## src/rtl/disp_arbiter.sv

```systemverilog
// Three-requester display arbiter: strict priority with a minimum grant hold time.
// Optional blinking of the alarm display is enabled with macro DISP_ARB_BLINK_EN.
`timescale 1ns/1ps
module disp_arbiter #(
  parameter int unsigned HOLD_CYC  = 50_000_000,
  parameter int unsigned BLINK_CYC = 25_000_000
) (
  input  logic        clk,
  input  logic        rst_n,
  input  logic [2:0]  req,
  input  logic [15:0] data0,
  input  logic [15:0] data1,
  input  logic [15:0] data2,
  output logic [2:0]  gnt,
  output logic [15:0] disp_data,
  output logic        busy,
  output logic        sw
);

  typedef enum logic [1:0] {IDLE, HOLD, OPEN} state_t;

  localparam logic [31:0] HOLD_LOAD = 32'(HOLD_CYC - 1);

  if (HOLD_CYC < 2 || BLINK_CYC < 1) begin : g_param_check
    $error("disp_arbiter: HOLD_CYC must be >= 2 and BLINK_CYC >= 1");
  end

  state_t      state, state_nxt;
  logic [31:0] hold_cnt, hold_cnt_nxt;
  logic [2:0]  gnt_nxt;
  logic [15:0] disp_nxt;
  logic        sw_nxt;
  logic        take, load, own;
  logic [2:0]  top, higher;

`ifdef DISP_ARB_BLINK_EN
  localparam logic [31:0] BLINK_LAST = 32'(BLINK_CYC - 1);
  logic [31:0] blink_cnt, blink_cnt_nxt;
  logic        blink_vis, blink_vis_nxt;
`endif

  always_comb begin
    state_nxt    = state;
    hold_cnt_nxt = hold_cnt;
    gnt_nxt      = gnt;
    disp_nxt     = disp_data;
    sw_nxt       = 1'b0;
    take         = 1'b0;
    load         = 1'b0;
    top          = req & (~req + 3'd1);
    own          = |(req & gnt);
    higher       = req & (gnt - 3'd1);

    case (state)
      IDLE: take = |req;
      HOLD: begin
        if (req[0] && gnt != 3'b001) begin
          take = 1'b1;
        end else begin
          load = own;
          if (hold_cnt == '0) state_nxt = OPEN;
          else                hold_cnt_nxt = hold_cnt - 32'd1;
        end
      end
      OPEN: begin
        if (own && higher == '0) begin
          load = 1'b1;
        end else if (|req) begin
          take = 1'b1;
        end else begin
          state_nxt = IDLE;
          gnt_nxt   = '0;
          disp_nxt  = '1;
        end
      end
      default: state_nxt = IDLE;
    endcase

    if (take) begin
      gnt_nxt      = top;
      state_nxt    = HOLD;
      hold_cnt_nxt = HOLD_LOAD;
      sw_nxt       = 1'b1;
      load         = 1'b1;
    end

`ifdef DISP_ARB_BLINK_EN
    // Blink phase restarts visible on every new grant to the alarm requester.
    blink_cnt_nxt = blink_cnt;
    blink_vis_nxt = blink_vis;
    if (take && gnt_nxt == 3'b001) begin
      blink_cnt_nxt = '0;
      blink_vis_nxt = 1'b1;
    end else if (gnt == 3'b001 && gnt_nxt == 3'b001) begin
      if (blink_cnt == BLINK_LAST) begin
        blink_cnt_nxt = '0;
        blink_vis_nxt = ~blink_vis;
      end else begin
        blink_cnt_nxt = blink_cnt + 32'd1;
      end
    end
`endif

    if (load) begin
      case (gnt_nxt)
`ifdef DISP_ARB_BLINK_EN
        3'b001:  disp_nxt = blink_vis_nxt ? data0 : '1;
`else
        3'b001:  disp_nxt = data0;
`endif
        3'b010:  disp_nxt = data1;
        3'b100:  disp_nxt = data2;
        default: disp_nxt = disp_data;
      endcase
    end
  end

  always_ff @(posedge clk or negedge rst_n) begin
    if (!rst_n) begin
      state     <= IDLE;
      hold_cnt  <= '0;
      gnt       <= '0;
      disp_data <= '1;
      sw        <= 1'b0;
    end else begin
      state     <= state_nxt;
      hold_cnt  <= hold_cnt_nxt;
      gnt       <= gnt_nxt;
      disp_data <= disp_nxt;
      sw        <= sw_nxt;
    end
  end

`ifdef DISP_ARB_BLINK_EN
  always_ff @(posedge clk or negedge rst_n) begin
    if (!rst_n) begin
      blink_cnt <= '0;
      blink_vis <= 1'b0;
    end else begin
      blink_cnt <= blink_cnt_nxt;
      blink_vis <= blink_vis_nxt;
    end
  end
`endif

  assign busy = (state != IDLE);

endmodule

```

## config.mk

```make
export PLATFORM = sky130hd
export DESIGN_NAME = disp_arbiter
export DESIGN_NICKNAME = d
export VERILOG_FILES = /design/src/rtl/disp_arbiter.sv
export SDC_FILE = /design/constraint.sdc
export NUM_CORES = 1
export LEC_CHECK = 0
export BUFFER_PORTS_ARGS = -buffer_cell sky130_fd_sc_hd__buf_2
export CORE_ASPECT_RATIO = 1.4
export CORE_MARGIN = 5
export CORE_UTILIZATION = 45
export CTS_BUF_LIST = sky130_fd_sc_hd__clkbuf_4
export CTS_CLUSTER_DIAMETER = 80
export DETAILED_ROUTE_END_ITERATION = 7
export GPL_TIMING_DRIVEN = 0
export PLACE_DENSITY_LB_ADDON = 0.3
export SLEW_MARGIN = 5
export SYNTH_ARGS = -nofsm -noshare
export SYNTH_HDL_FRONTEND = slang
export SYNTH_SLANG_ARGS = --single-unit
```

## constraint.sdc

```tcl
create_clock -name clk -period 2.7 [get_ports clk]
set_input_delay 0.675 -clock clk [delete_from_list [all_inputs] [get_ports clk]]
set_output_delay 0.675 -clock clk [all_outputs]
set_load 0.1 [all_outputs]
```

## Word-level counts from Yosys, hierarchy flattened

Index checks and enable logic that the tools add are counted.

- Register bits: 54
- Bits in latches: 0
- Bits in writable memories: 0
- ROM bits: 0
- Input bits: 53
- Output and inout bits: 21
- Word-level logic and storage cells: 69
- Memories kept: 0

- $add $sub $neg: 3
- Multipliers: 0
- Div/mod/pow operators: 0
- Order comparisons: 0
- Eq/ne operators: 16
- Shifts and indexed selects: 0
- Mux-type cells: 28
- Bitwise logic cells: 4
- Reduce and logical (&&, ||, !) cells: 13

Operators with widths:

| operator | number |
|---|---|
| $mux W32 | 4 |
| $mux W16 | 4 |
| $pmux W16 S3 | 1 |
| $logic_not A32 Y1 | 1 |
| $sub A32 B1 Y32 const B | 1 |
| $mux W3 | 4 |
| $ne A3 B3 Y1 const B | 4 |
| $mux W2 | 5 |
| $ne A2 B2 Y1 const B | 5 |
| $and A3 B3 Y3 | 3 |
| $mux W1 | 7 |
| $pmux W2 S3 | 1 |
| $reduce_bool A2 Y1 | 3 |
| $reduce_or A3 Y1 | 2 |
| $reduce_and A5 Y1 | 1 |
| $ne A4 B1 Y1 const B | 1 |
| $reduce_and A4 Y1 | 1 |
| $add A3 B1 Y3 const B | 1 |
| $eq A3 B1 Y1 const B | 1 |
| $eq A3 B2 Y1 const B | 1 |
| $eq A3 B3 Y1 const B | 1 |
| $logic_not A3 Y1 | 1 |
| $ne A3 B1 Y1 const B | 1 |
| $not A3 Y3 | 1 |
| other kinds (8) | 9 |

## Longest topological paths before layout

- Word-level depth: 10
- Gate-level depth with buffers: 12
- Gate-level depth less buffers: 10

## Worst setup path before layout

Ideal clock, no wire load.

- Path type: register -> register
- Start: reg gnt[0]
- End: reg disp_data[0]
- Setup time: 0.075 ns
- Arrival time: 3.372 ns
- Data required time: 2.625 ns
- Setup slack: -0.747 ns
- Stages on the path, launching flop included: 12
- Path buffers: 1
- Path through: dfrtp_1 inv_1 ha_1 xor2_1 a2111o_1 o211ai_4 a22o_4 inv_2 o41a_1 o21ai_4 buf_12 mux2i_1

- Longest elaborated chain between the ends: 10
- Elaborated cells between the ends (all ways): 29

RTL lines:

| item | line | source |
|---|---|---|
| start: declaration | 14 | `output logic [2:0] gnt,` |
| start signal: assignment | 128 | `gnt <= gnt_nxt;` |
| $sub A3 B1 Y3 | 52 | `higher = req & (gnt - 3'd1);` |
| $and A3 B3 Y3 | 52 |  |
| $logic_not A3 Y1 | 66 | `if (own && higher == '0) begin` |
| $logic_and A1 B1 Y1 | 66 |  |
| $mux W1 or $mux W3 (tied branches) | 66 |  |
| $pmux W1 S3 or $mux W3 (tied branches) | 54 | `case (state)` |
| $mux W3 (*) | 79 | `if (take) begin` |
| named net gnt_nxt[2] | 30 | `logic [2:0] gnt_nxt;` |
| $eq A3 B3 Y1 (tied with other cells) | 105 | `case (gnt_nxt)` |
| $ne A4 B1 Y1 (no line) or $pmux W16 S3 (tied branches) | - |  |
| $reduce_and A4 Y1 (no line) or $mux W16 (tied branches) | - |  |
| end signal: assignment | 129 | `disp_data <= disp_nxt;` |
| end: declaration | 15 | `output logic [15:0] disp_data,` |

Mark *: on every way through the listed nets, which the timed path passes. The rest lies on a longest branch.
A chain may end at the register's enable or synchronous reset.

## Final worst setup path

- Start: reg hold_cnt[6]
- End: reg hold_cnt[18]

- Longest elaborated chain between the ends: 5
- Elaborated cells between the ends (all ways): 8

RTL lines:

| item | line | source |
|---|---|---|
| start: declaration | 29 | `logic [31:0] hold_cnt, hold_cnt_nxt;` |
| start signal: assignment | 127 | `hold_cnt <= hold_cnt_nxt;` |
| $sub A32 B1 Y32 | 62 | `else hold_cnt_nxt = hold_cnt - 32'd1;` |
| $mux W32 | 61 | `if (hold_cnt == '0) state_nxt = OPEN;` |
| $mux W32 | 57 | `if (req[0] && gnt != 3'b001) begin` |
| $mux W32 | 54 |  |
| $mux W32 | 79 |  |

Several ways; a longest one is shown, not always the timed one. The select of a mux whose other input is x is not followed.

==> summary by stage <==
Hold path
The worst min-delay path category is in2async.

Drt
In this run the top signal layer used is met4. Before antenna repair, the detailed router went through 6 iterations. The wire length on met2 is 4240 um. The number of vias per cell after detailed routing is 5.70. Dividing the detail-routed wire length by the instance count gives ~16 um. For this block, wires on met1 add up to 3320 um. The final layout contains routed wiring with a total length of 8220 um.

In this run the remaining antenna-violating nets after routing total 0. The routed wire length on met3 is between 500 and 600 um. The DRC violation total after the first TritonRoute iteration is between 200 and 250.

After detailed routing, the number of remaining DRC violations is 0. The detailed router placed about 2900 vias in this run.

Setup path
The arrival time at the worst endpoint is 2.99 ns. The buffers plus inverters on the worst setup path is 1. In this design, the stage delay of the slowest critical-path cell is roughly 0.60 ns.

STA puts the critical path data required time at slightly below 3 ns. The startpoint identified for the worst register-to-register timing path is hold_cnt[6]. Traced cell by cell, the critical path runs through or4_4 -> nor4_4 -> nand4b_1 -> o21a_2 -> o211ai_1 -> buf_4 -> xor2_1 -> nor2_1. The master of the slowest instance on the critical path is sky130_fd_sc_hd__or4_4. Setup slack on the worst reg-to-reg path comes out at -0.005 ns. In this run the worst path has a maximum fanout of 7.

The worst register-to-register path ends at hold_cnt[18]. STA classifies the critical path endpoint as a flip-flop. The number of cells on the worst reg-to-reg path is 8.

The critical path startpoint category is a flip-flop. The family with the most delay on the worst path is simple AND/OR/NAND/NOR gates. The type of the setup path with the least slack is reg2reg.

STA
The worst clock skew is 0.0111 ns. For the pin with the worst max-slew slack, the measured transition is around 0.68 ns. In this run the tightest slew margin relative to its limit is 54.7%. The final cycle utilization of the critical path is 100%.

The final number of max-transition violations was 0. The worst-case setup margin in the final layout is -0.00484 ns. The achievable frequency is 0.370 GHz.

Adding up every negative setup slack in the final design gives -0.00484 ns. The number of hold-slack violations in the final timing report was 0. Setup violations remaining at the end of the flow were counted as 1. The time the worst path needs with I/O delays and setup is 2.70 ns. Setup repair after global routing could not meet its margin everywhere.

Global routing
The number of antenna violations at the first check in global routing came to 0. Entering global routing, the biggest net connects 55 pins. The via count of the first global-routing pass is 2772.

The first global-routing pass estimated 12800 um of wire. After global routing the overflow that remains totals 0. The total global routing track utilization is 18.1%.

Finish
The number of antenna diodes in the final layout is 0. The net count of the finished layout is 476. The layout-stage area growth over the synthesis result is 26.6%. Leaving out fill and tap cells, the most frequent cell in the layout is sky130_fd_sc_hd__buf_2. The layout has 628 filler cells. The share of layout cells above drive strength 1 is 38.6%. Leaving out fill and tap cells, the most frequent cells in the layout are sky130_fd_sc_hd__buf_2 (73), sky130_fd_sc_hd__nor2_1 (37), sky130_fd_sc_hd__dfrtp_1 (34), sky130_fd_sc_hd__nand2_1 (23). The utilization after layout is 58.3%.

Status
The flow ran to the end, but the final reports show violations. The final reports fail on setup timing.

Floorplanning
The floorplan has 36 rows. The placeable core region is 6940 um2. The die covers 8910 um2. The starting density of the core is a little under half. The chip height is 110 um. The die is ~80 um wide. Pin placement for this block handled 74 I/O pins.

Yosys
The number of nets handed over by synthesis was 379. The mean instance size in the synthesized netlist is 10.0 um2. For this run, the register share of the synthesized area comes to a little over two fifths. The most frequently used flop master after synthesis is sky130_fd_sc_hd__dfrtp_1. After synthesis, the netlist uses 60 different library cells. The synthesized design spends more area on one cell type than any other, namely sky130_fd_sc_hd__dfrtp_1.

Counting flops with a built-in enable in the synthesized netlist gives 0. In the synthesized netlist the async set-or-reset flop fraction comes to 100%. The number of instances in the synthesized netlist is 319. Yosys attributes the largest share of cell area to sky130_fd_sc_hd__dfrtp_1 (30%), sky130_fd_sc_hd__dfstp_2 (13%), sky130_fd_sc_hd__mux2i_1 (5.6%).

The area share of the largest cell type after synthesis is 29.7%. The synthesized flop and latch total is 54. The Yosys step of the flow raised 0 warnings.

The synthesized area is 3200 um2.

Placed design
The placer's final routability congestion estimate is 0.813. Detailed placement ended at an HPWL of between 5000 and 6000 um. The count of buffers from port buffering is 73.

CTS
The source-to-sink clock delay at the later pin of the worst-skew pair is around 0.38 ns. The clock tree root buffer cell is sky130_fd_sc_hd__clkbuf_4. Clock-pin slew was measured on the worst setup and hold paths at 0.16 ns. The maximum level of the CTS H-tree is 2. The number of clock sinks is 54. The number of buffers created by CTS is 5. The TritonCTS clock tree is built. The clock passes through at most 2 buffers.

Pwr
The post-layout total power is ~5.5 mW. In this run the power density over the cells is ~1400 nW/um2. Across the VDD grid, the largest voltage drop is 0.000824 V.

The total leakage power is 1.66 nW.

Run
Across the run, the number of max-cap violations was 0.
[worst max path at each step]
stage | cells past startpoint | to | slack [ns] | startpoint
2_1_floorplan | 10 | disp_data[0] | -0.11 | gnt[0]
3_5_place_dp | 10 | disp_data[12] | -0.29 | req[1]
3_3_place_gp | 10 | disp_data[15] | -0.31 | req[1]
6_report | 8 | hold_cnt[18] | -0.005 | hold_cnt[6]
4_1_cts | 10 | disp_data[12] | -0.01 | gnt[0]
5_1_grt | 7 | hold_cnt[14] | -0.11 | hold_cnt[6]
[what timing repair did]
| action | in CTS | in global routing |
|---|---|---|
| pin swaps | 5 | 14 |
| setup buffers | 5 | 11 |
| endpoints found under the setup margin | 26 | 37 |
| resized for setup | 9 | 27 |
| hold buffers | 0 | 0 |
| gates cloned | 0 | 1 |
[state kept, by name, indices dropped and copies added, names as in the netlist]
signal / cells
disp_data: 16
gnt: 3
hold_cnt: 32
state: 2
sw: 1
[routing by layer]
layer	track usage, %	up-vias
li1	-	1387
met1	20.9	1416
met2	33.4	100
met3	3.11	13
met4	5.92	0
met5	0	-
[logic make-up after synthesis]
logic type      after synthesis  synth area share (%)
buf+inv                      26                  4.66
flops                        54                  42.9
fa+ha+maj                     7                  2.74
compound gates               69                  18.4
simple gates                124                  19.9
mux                          18                  5.64
xor+xnor                     21                  5.75
[report_power, final]
group	total (mW)	switching (mW)	internal [mW]
combinational	3.80	2.58	1.22
sequential	1.22	0.109	1.11
clock	0.462	0.264	0.197
[metrics by stage]
stage / setup WS [ns] / hold slack, ns / std cells / area (um2)
2_1_floorplan: -0.109 / 0.379 / 319 / 3230
3_3_place_gp: -0.314 / 0.492 / 487 / 3710
3_5_place_dp: -0.293 / 0.500 / 487 / 3710
4_1_cts: -0.0128 / 0.538 / 500 / 3860
5_1_grt: -0.108 / 0.347 / 512 / 4050
6_report: -0.00484 / 0.312 / 512 / 4050
[cell type report]
type / instances / area [um2] / area share [%]
clock inverters: 3 / 43.8 / 1.08
well taps: 95 / 119 / 2.94
multi-input cells: 239 / 1790 / 44.2
repair buffers: 90 / 510 / 12.6
inverters: 11 / 46.3 / 1.14
clock buffers: 5 / 37.5 / 0.928
plain buffers: 15 / 120 / 2.97
flip-flops and latches: 54 / 1380 / 34.1
[synth_stat cells, types with 2 or more instances]
cell,instances
sky130_fd_sc_hd__dfrtp_1,38
sky130_fd_sc_hd__nor2_1,38
sky130_fd_sc_hd__nand2_1,24
sky130_fd_sc_hd__mux2i_1,18
sky130_fd_sc_hd__a222oi_1,17
sky130_fd_sc_hd__xor2_1,17
sky130_fd_sc_hd__dfstp_2,16
sky130_fd_sc_hd__nand3_1,10
sky130_fd_sc_hd__nor3_1,10
sky130_fd_sc_hd__o211ai_1,10
sky130_fd_sc_hd__inv_1,9
sky130_fd_sc_hd__o21ai_0,8
sky130_fd_sc_hd__or3_1,8
sky130_fd_sc_hd__clkbuf_1,7
sky130_fd_sc_hd__ha_1,7
sky130_fd_sc_hd__nor4_1,7
sky130_fd_sc_hd__a21oi_1,5
sky130_fd_sc_hd__nand2b_1,5
sky130_fd_sc_hd__or4_1,5
sky130_fd_sc_hd__buf_6,4
sky130_fd_sc_hd__o31ai_1,4
sky130_fd_sc_hd__xnor2_1,4
sky130_fd_sc_hd__o41ai_1,3
sky130_fd_sc_hd__or2_2,3
sky130_fd_sc_hd__a2111o_1,2
sky130_fd_sc_hd__and2_1,2
sky130_fd_sc_hd__inv_2,2
sky130_fd_sc_hd__nor2b_1,2
sky130_fd_sc_hd__o21a_1,2
sky130_fd_sc_hd__o21ai_1,2
(Power assumes the default switching activity.)
